`config.mk`:
```
export PLATFORM = sky130hd
export DESIGN_NAME = adder_share_arbiter
export DESIGN_NICKNAME = d
export VERILOG_FILES = /design/src/rtl/adder_share_arbiter.sv
export SDC_FILE = /design/constraint.sdc
export NUM_CORES = 1
export LEC_CHECK = 0
export ABC_CLOCK_PERIOD_IN_PS = 3100
export BUFFER_PORTS_ARGS = -buffer_cell sky130_fd_sc_hd__buf_2
export CORE_MARGIN = 4
export CORE_UTILIZATION = 37
export CTS_CLUSTER_DIAMETER = 200
export CTS_CLUSTER_SIZE = 12
export DETAILED_ROUTE_END_ITERATION = 10
export MAX_ROUTING_LAYER = met4
export PLACE_DENSITY = 0.68
export SYNTH_ARGS = -nofsm -noshare
export SYNTH_HDL_FRONTEND = slang
export SYNTH_SLANG_ARGS = --single-unit
export TNS_END_PERCENT = 10
```
`constraint.sdc`:
```
create_clock -name clk -period 3.1 [get_ports clk]
set_input_delay 0.155 -clock clk [delete_from_list [all_inputs] [get_ports clk]]
set_output_delay 0.155 -clock clk [all_outputs]
set_load 0.01 [all_outputs]
```
`src/rtl/adder_share_arbiter.sv`:
```
// Round-robin share of one external WIDTH-bit adder between two requesters.
// One transaction in flight: IDLE accepts, CALC lets the adder settle, RESP holds the result.
module adder_share_arbiter #(
  parameter int WIDTH = 8
) (
  input  logic             clk,
  input  logic             reset,
  input  logic             req0_valid,
  input  logic [WIDTH-1:0] req0_a,
  input  logic [WIDTH-1:0] req0_b,
  output logic             req0_ready,
  input  logic             req1_valid,
  input  logic [WIDTH-1:0] req1_a,
  input  logic [WIDTH-1:0] req1_b,
  output logic             req1_ready,
  output logic [WIDTH-1:0] add_a,
  output logic [WIDTH-1:0] add_b,
  input  logic [WIDTH-1:0] add_s,
  input  logic             add_cout,
  output logic             rsp_valid,
  output logic             rsp_id,
  output logic [WIDTH:0]   rsp_sum,
  input  logic             rsp_ready
);

  typedef enum logic [1:0] {IDLE, CALC, RESP} state_t;

  state_t           state_q;
  logic             last_q;
  logic             rsp_valid_q;
  logic             rsp_id_q;
  logic [WIDTH:0]   rsp_sum_q;
  logic [WIDTH-1:0] add_a_q, add_b_q;

  logic             any_valid;
  logic             grant_d;
  logic [WIDTH-1:0] a_d, b_d;

  // On a tie the requester that did not win last time is chosen.
  always_comb begin
    any_valid = req0_valid | req1_valid;
    grant_d   = (req0_valid & req1_valid) ? ~last_q : req1_valid;
    a_d       = grant_d ? req1_a : req0_a;
    b_d       = grant_d ? req1_b : req0_b;
  end

  assign req0_ready = (state_q == IDLE) & any_valid & ~grant_d;
  assign req1_ready = (state_q == IDLE) & any_valid &  grant_d;

  always_ff @(posedge clk) begin
    if (reset) begin
      state_q     <= IDLE;
      last_q      <= 1'b1;
      rsp_valid_q <= 1'b0;
      rsp_id_q    <= 1'b0;
      rsp_sum_q   <= '0;
      add_a_q     <= '0;
      add_b_q     <= '0;
    end else begin
      case (state_q)
        IDLE: begin
          if (any_valid) begin
            add_a_q  <= a_d;
            add_b_q  <= b_d;
            rsp_id_q <= grant_d;
            last_q   <= grant_d;
            state_q  <= CALC;
          end
        end
        CALC: begin
          rsp_sum_q   <= {add_cout, add_s};
          rsp_valid_q <= 1'b1;
          state_q     <= RESP;
        end
        RESP: begin
          if (rsp_ready) begin
            rsp_valid_q <= 1'b0;
            state_q     <= IDLE;
          end
        end
        default: state_q <= IDLE;
      endcase
    end
  end

  assign add_a     = add_a_q;
  assign add_b     = add_b_q;
  assign rsp_valid = rsp_valid_q;
  assign rsp_id    = rsp_id_q;
  assign rsp_sum   = rsp_sum_q;

endmodule

```
==> implementation parameters, run 1 <==
Parameter                              Value

Outcome
  Outcome    complete, no violations

STA
  Minimum period implied by the final worst setup slack    1760 ps
  Max Transition Viols Final    0
  Total negative slack    0 ps
  Headroom to the max-slew limit    52.9%
  Fin crit share    56.9%
  Unrepaired setup endpoints after global routing    no
  Number of failing setup endpoints in the final timing report    0
  Setup Skew    3.47 ps
  Maximum frequency from static timing analysis    between 500 and 600 MHz
  Endpoints failing hold    0
  Slew @ Worst Pin    705 ps

Route
  Pre-antenna DRT Iters    4
  Vias    1417
  Remaining antenna violation count    0
  Uppermost routed layer    met4
  Length of routed met3 wiring    379 um
  Detailed-route wire length    3700 um
  Routed WL per cell    13.8 um
  Violation count after the first detailed-routing iteration    92
  Amount of wire on met2 after detailed routing    1700 um
  Via/cell ratio    5.29
  Remaining design rule violation count    0
  Wl on met1    1590 um

Worst setup path
  Maximum net fanout on the critical path    17
  Critical-path top delay cell    a211oi_4
  Buffering stage count on the worst path with inverters included    2
  Cell family with most CP delay    compound AO/OA/AOI/OAI gates
  Setup crit end kind    primary output
  Classification of the worst setup path    reg2out
  Worst endpoint required time    2940 ps
  Crit path arrival time    around 1600 ps
  Critical Path Max Stage Delay    640 ps
  Element type at the critical path start    register
  Cells along the critical path    a211oi_4 > nand2_2 > inv_1 > buf_2

Final layout
  Net total in the final layout    268
  Signed area change from the synthesized netlist to the final layout    24.7%
  Area taken by flip-flops and latches    601 um^2
  Layout cells sized above 1    roughly two fifths
  Count of filler cells inserted in the layout    366
  Antenna diode instance count    0
  Post-layout utilization of the core    49.5%
  Area taken by multi-input logic gates    606 um^2

CTS
  Count of hold buffers inserted by post-cts repair    0
  Clk Tree Root Cell    clkbuf_8
  # Post-CTS Setup Buffers    0
  Total clock sinks    30
  Cts bufs inserted    5
  Clock tree from TritonCTS    built
  Longest Clk Path Bufs    2
  Clock transition at the registers of the reported paths    around 60 ps
  Number of cells upsized or downsized after cts    0
  Clock latency on the worst-skew pair    roughly 270 ps
  Clock H-tree levels    2

Place
  Final estimated routing congestion in global placement    0.803
  Count of input and output buffers    between 70 and 80
  DP Wirelength    2630 um

Synthesis
  Top post-synthesis cells by area    dfxtp_1, a31oi_1, nand4_1, clkbuf_8, nand3_1
  Post-synth top area share    between 40% and 50%
  Most used standard cell by instance count after synthesis    dfxtp_1
  Post-Synthesis Cell Area    1380 um^2
  Flops & latches, synth    30
  Syn Area/Cell    8.77 um^2
  Synthesized instance count    157
  Largest area contributor in the netlist    dfxtp_1
  Share of synthesized area occupied by flip-flops and latches    a little over two fifths
  Top cell types by occurrence after synthesis    dfxtp_1, nand2_1, a31oi_1, nand3_1, nand4_1
  Async set-reset flop share out of synthesis    0%
  Ys Warns    0
  Synth unique cells    27
  Most used flip-flop cell after synthesis    dfxtp_1
  Number of enable flip-flop cells after synthesis    0
  Synthesized Nets    slightly above 200

Power
  Internal power    roughly 650 uW
  Leakage power    0.758 nW
  Clock group share of total power    30.7%
  Peak supply drop    between 0.2 and 0.3 mV
  Power density normalized to cell area    around 530 nW/um^2
  Switching component of the power    ~270 uW
  Switching part of the total power    29.2%
  Share of total power in combinational logic    between 20% and 30%
  Share of total power in sequential cells    approximately 48%

Floorplanning
  Die footprint    around 4800 um^2
  Starting utilization of the core area    between 30% and 40%
  Die span in y    roughly 69 um
  Row count    21
  Die extent in x    around 69 um
  I/O pin total    between 70 and 80
  Area of the placeable core    approximately 3500 um^2

Worst hold path
  Hold Crit Class    in2reg

Global route
  Initial antenna violation count    0
  Maximum number of pins on one net before global-route repair    31
  Overall global routing resource usage    16.6%
  Via count of the first global-routing pass    1253
  Wire length of the first global-routing pass    5730 um
  GR Overflow Total    0

Flow run
  Max Cap Violations    0
==> path summary, 6_finish.rpt <==
check	to	cells after the start	slack (ps)	from
max	req1_ready	4	1340	state_q[0]$_SDFFE_PP0P_
min	rsp_sum[2]$_SDFFE_PP0P_	3	120	add_s[2]
max reg2reg	add_a[3]$_SDFFE_PP0P_	3	1650	state_q[1]$_SDFFE_PP0P_
min reg2reg	rsp_sum[8]$_SDFFE_PP0P_	2	450	rsp_sum[8]$_SDFFE_PP0P_
==> kinds of logic after synthesis <==
| family | Yosys count | synth area share [%] |
|---|---|---|
| buf+inv | 17 | 12.4 |
| flops | 30 | 43.6 |
| compound gates | 47 | 19.6 |
| simple gates | 63 | 24.4 |
==> power by group through the flow <==
stage	combinational (mW)	clock (mW)	sequential (mW)
3_5_place_dp	0.195	0	0.448
2_1_floorplan	0.126	0	0.461
4_1_cts	0.196	0.293	0.440
5_1_grt	0.218	0.315	0.444
6_report	0.195	0.282	0.440
3_3_place_gp	0.195	0	0.448
==> layout by cell type (no fill, tap or decap) <==
| cell | n |
|---|---|
| a21oi_1 | 11 |
| dfxtp_1 | 30 |
| nor2_4 | 1 |
| nand2_1 | 18 |
| a211oi_4 | 1 |
| nand2_2 | 1 |
| buf_2 | 74 |
| clkbuf_8 | 5 |
| nand2b_1 | 2 |
| o21ai_1 | 4 |
| nor2_1 | 1 |
| inv_1 | 1 |
| a31oi_1 | 16 |
| nor3_1 | 1 |
| and3_1 | 1 |
| nand3_1 | 16 |
| or3b_2 | 1 |
| nor2_2 | 1 |
| o21ai_0 | 15 |
| nor2b_1 | 1 |
| nand3b_1 | 2 |
| nand4_1 | 16 |
| clkinv_2 | 2 |
| or2_1 | 1 |
==> worst register-to-register path, stage by stage (launching register included) <==
cell and delay (ps):
dfxtp_1 460, or2_1 520, o21ai_0 190, a31oi_1 200
==> layout make-up <==
cell class	instances	area share [%]
clock buffers	5	4.01
clock inverters	2	0.583
inverters	1	0.219
multi-input cells	110	35.3
flip-flops and latches	30	35.0
well taps	46	3.35
repair buffers	74	21.6
==> routing by layer <==
layer | global-route usage [%] | vias to the layer above
met5 | - | -
met4 | 5.11 | 0
met3 | 4.70 | 5
met2 | 25.6 | 78
met1 | 21.0 | 634
li1 | - | 700
==> flip-flops by register name, indices dropped and copies added (netlist names) <==
register   cells
rsp_id         1
rsp_sum        9
state_q        2
add_b          8
rsp_valid      1
add_a          8
last_q         1
==> per-stage QoR <==
stage          worst slack, ps  hold slack [ps]  instance area (um^2)  std cells  power [mW]
3_5_place_dp              1540              405                  1640        261       0.643
6_report                  1340              122                  1720        268       0.916
4_1_cts                   1310              112                  1720        268       0.929
3_3_place_gp              1570              402                  1640        261       0.642
5_1_grt                   1150              118                  1720        268       0.977
2_1_floorplan             1900              288                  1380        157       0.587
No activity file was read; power rests on OpenSTA's default activity.
==> run 2, diff against run 1 <==
- ABC_CLOCK_PERIOD_IN_PS: 3100 -> 1810
- clock period: 3.1 -> 1.81 ns (I/O delays scaled with it)
==> implementation parameters, run 2 (synthesized netlist as in run 1, its figures left out) <==
Parameter                              Value

Route
  Detailed-route wire length    3880 um
  Remaining design rule violation count    0
  Pre-antenna DRT Iters    4
  Via/cell ratio    5.17
  Violation count after the first detailed-routing iteration    43
  Routed WL per cell    14.1 um
  Remaining antenna violation count    0
  Vias    approximately 1400

Global route
  Via count of the first global-routing pass    1362
  Wire length of the first global-routing pass    5950 um
  Overall global routing resource usage    17.7%
  Initial antenna violation count    0
  GR Overflow Total    0
  Maximum number of pins on one net before global-route repair    31

STA
  Maximum frequency from static timing analysis    632 MHz
  Slew @ Worst Pin    524 ps
  Fin crit share    87.4%
  Number of failing setup endpoints in the final timing report    0
  Worst Hold Slack    between 50 and 60 ps
  Total negative slack    0 ps
  Endpoints failing hold    0
  Headroom to the max-slew limit    65.0%
  Minimum period implied by the final worst setup slack    between 1500 and 2000 ps
  Unrepaired setup endpoints after global routing    no
  Setup Skew    2.49 ps
  Max Transition Viols Final    0

Worst setup path
  Crit path arrival time    1490 ps
  Setup crit end kind    primary output
  Element type at the critical path start    register
  Cells along the critical path    nor2_2 > buf_4 > and3_1 > buf_2
  Critical Path Max Stage Delay    380 ps
  Classification of the worst setup path    reg2out
  Maximum net fanout on the critical path    10
  Worst endpoint required time    1720 ps
  Cell family with most CP delay    simple AND/OR/NAND/NOR gates
  Critical-path top delay cell    dfxtp_1
  Buffering stage count on the worst path with inverters included    2

Place
  DP Wirelength    2810 um
  Final estimated routing congestion in global placement    0.763
  Count of input and output buffers    74

CTS
  Count of hold buffers inserted by post-cts repair    0
  Clock latency on the worst-skew pair    280 ps
  Clock H-tree levels    2
  Cts bufs inserted    5
  Clock transition at the registers of the reported paths    60 ps
  Number of cells upsized or downsized after cts    0
  # Post-CTS Setup Buffers    0
  Clock tree from TritonCTS    built
  Clk Tree Root Cell    clkbuf_8
  Total clock sinks    30
  Longest Clk Path Bufs    2

Floorplanning
  Row count    21
  Die extent in x    69.0 um
  Area of the placeable core    3470 um^2
  Die footprint    roughly 4800 um^2
  Die span in y    69.0 um
  Starting utilization of the core area    39.7%
  I/O pin total    75

Power
  Leakage power    0.815 nW
  Switching part of the total power    ~27%
  Power density normalized to cell area    957 nW/um^2
  Share of total power in combinational logic    21.2%
  Peak supply drop    0.386 mV
  Clock group share of total power    35.5%
  Internal power    1.27 mW
  Switching component of the power    479 uW
  Share of total power in sequential cells    43.2%

Outcome
  Outcome    complete, no violations

Final layout
  Most frequent cells in the layout    buf_2, dfxtp_1, nand2_1
  Signed area change from the synthesized netlist to the final layout    32.6%
  Most common library cell in the layout ignoring fill and taps    buf_2
  Layout cells sized above 1    40.9%
  Net total in the final layout    275
  Flip-flop count of the largest register after layout    9
  Antenna diode instance count    0

Worst hold path
  Hold Crit Class    in2reg

Flow run
  Max Cap Violations    0
==> run 2: per-layer routing <==
layer / routed length, um / vias to the layer above / global-route usage, %
met5: 0 / - / -
met4: 70 / 0 / 7.54
met3: 337 / 8 / 6.00
met2: 1760 / 60 / 29.0
met1: 1710 / 642 / 19.5
li1: - / 717 / -
==> run 2: worst reg2reg max path, cell delays in order (launching register included) <==
cell	delay, ps
dfxtp_1	380
a211oi_4	440
buf_4	250
nand3_1	90
a31oi_1	140
==> run 2: through the flow <==
step           cell area (um^2)  power [mW]  instances  utilization [%]  setup slack (ps)
3_3_place_gp               1720        1.14        268             49.5               482
4_1_cts                    1830        1.77        276             52.6               214
2_1_floorplan              1380        1.01        157                -               614
3_5_place_dp               1720        1.14        268             49.5               458
5_1_grt                    1830        1.84        276             52.6               152
6_report                   1830        1.75        276             52.6               228
==> run 2: layout make-up <==
class / instances / area (um^2)
Timing Repair Buffer: 81 / 448
Multi-Input combinational cell: 110 / 606
Fill cell: 356 / 1640
Tap cell: 46 / 57.6
Inverter: 1 / 3.75
Sequential cell: 30 / 601
Clock buffer: 8 / 110
==> run 2: power by group through the flow <==
stage | Combinational [mW] | Sequential, mW | Clock, mW
after floorplan | 0.216 | 0.790 | 0
after global placement | 0.371 | 0.767 | 0
after detailed placement | 0.373 | 0.767 | 0
after CTS | 0.375 | 0.754 | 0.642
after global routing | 0.410 | 0.762 | 0.669
final | 0.371 | 0.755 | 0.620
==> run 2: path summary, 6_finish.rpt <==
kind,startpoint,endpoint,slack [ps],cells after the start
min,add_s[4],rsp_sum[4]$_SDFFE_PP0P_,50,3
max,state_q[1]$_SDFFE_PP0P_,req0_ready,230,4
min reg2reg,rsp_sum[6]$_SDFFE_PP0P_,rsp_sum[6]$_SDFFE_PP0P_,460,2
max reg2reg,state_q[0]$_SDFFE_PP0P_,add_a[7]$_SDFFE_PP0P_,440,4
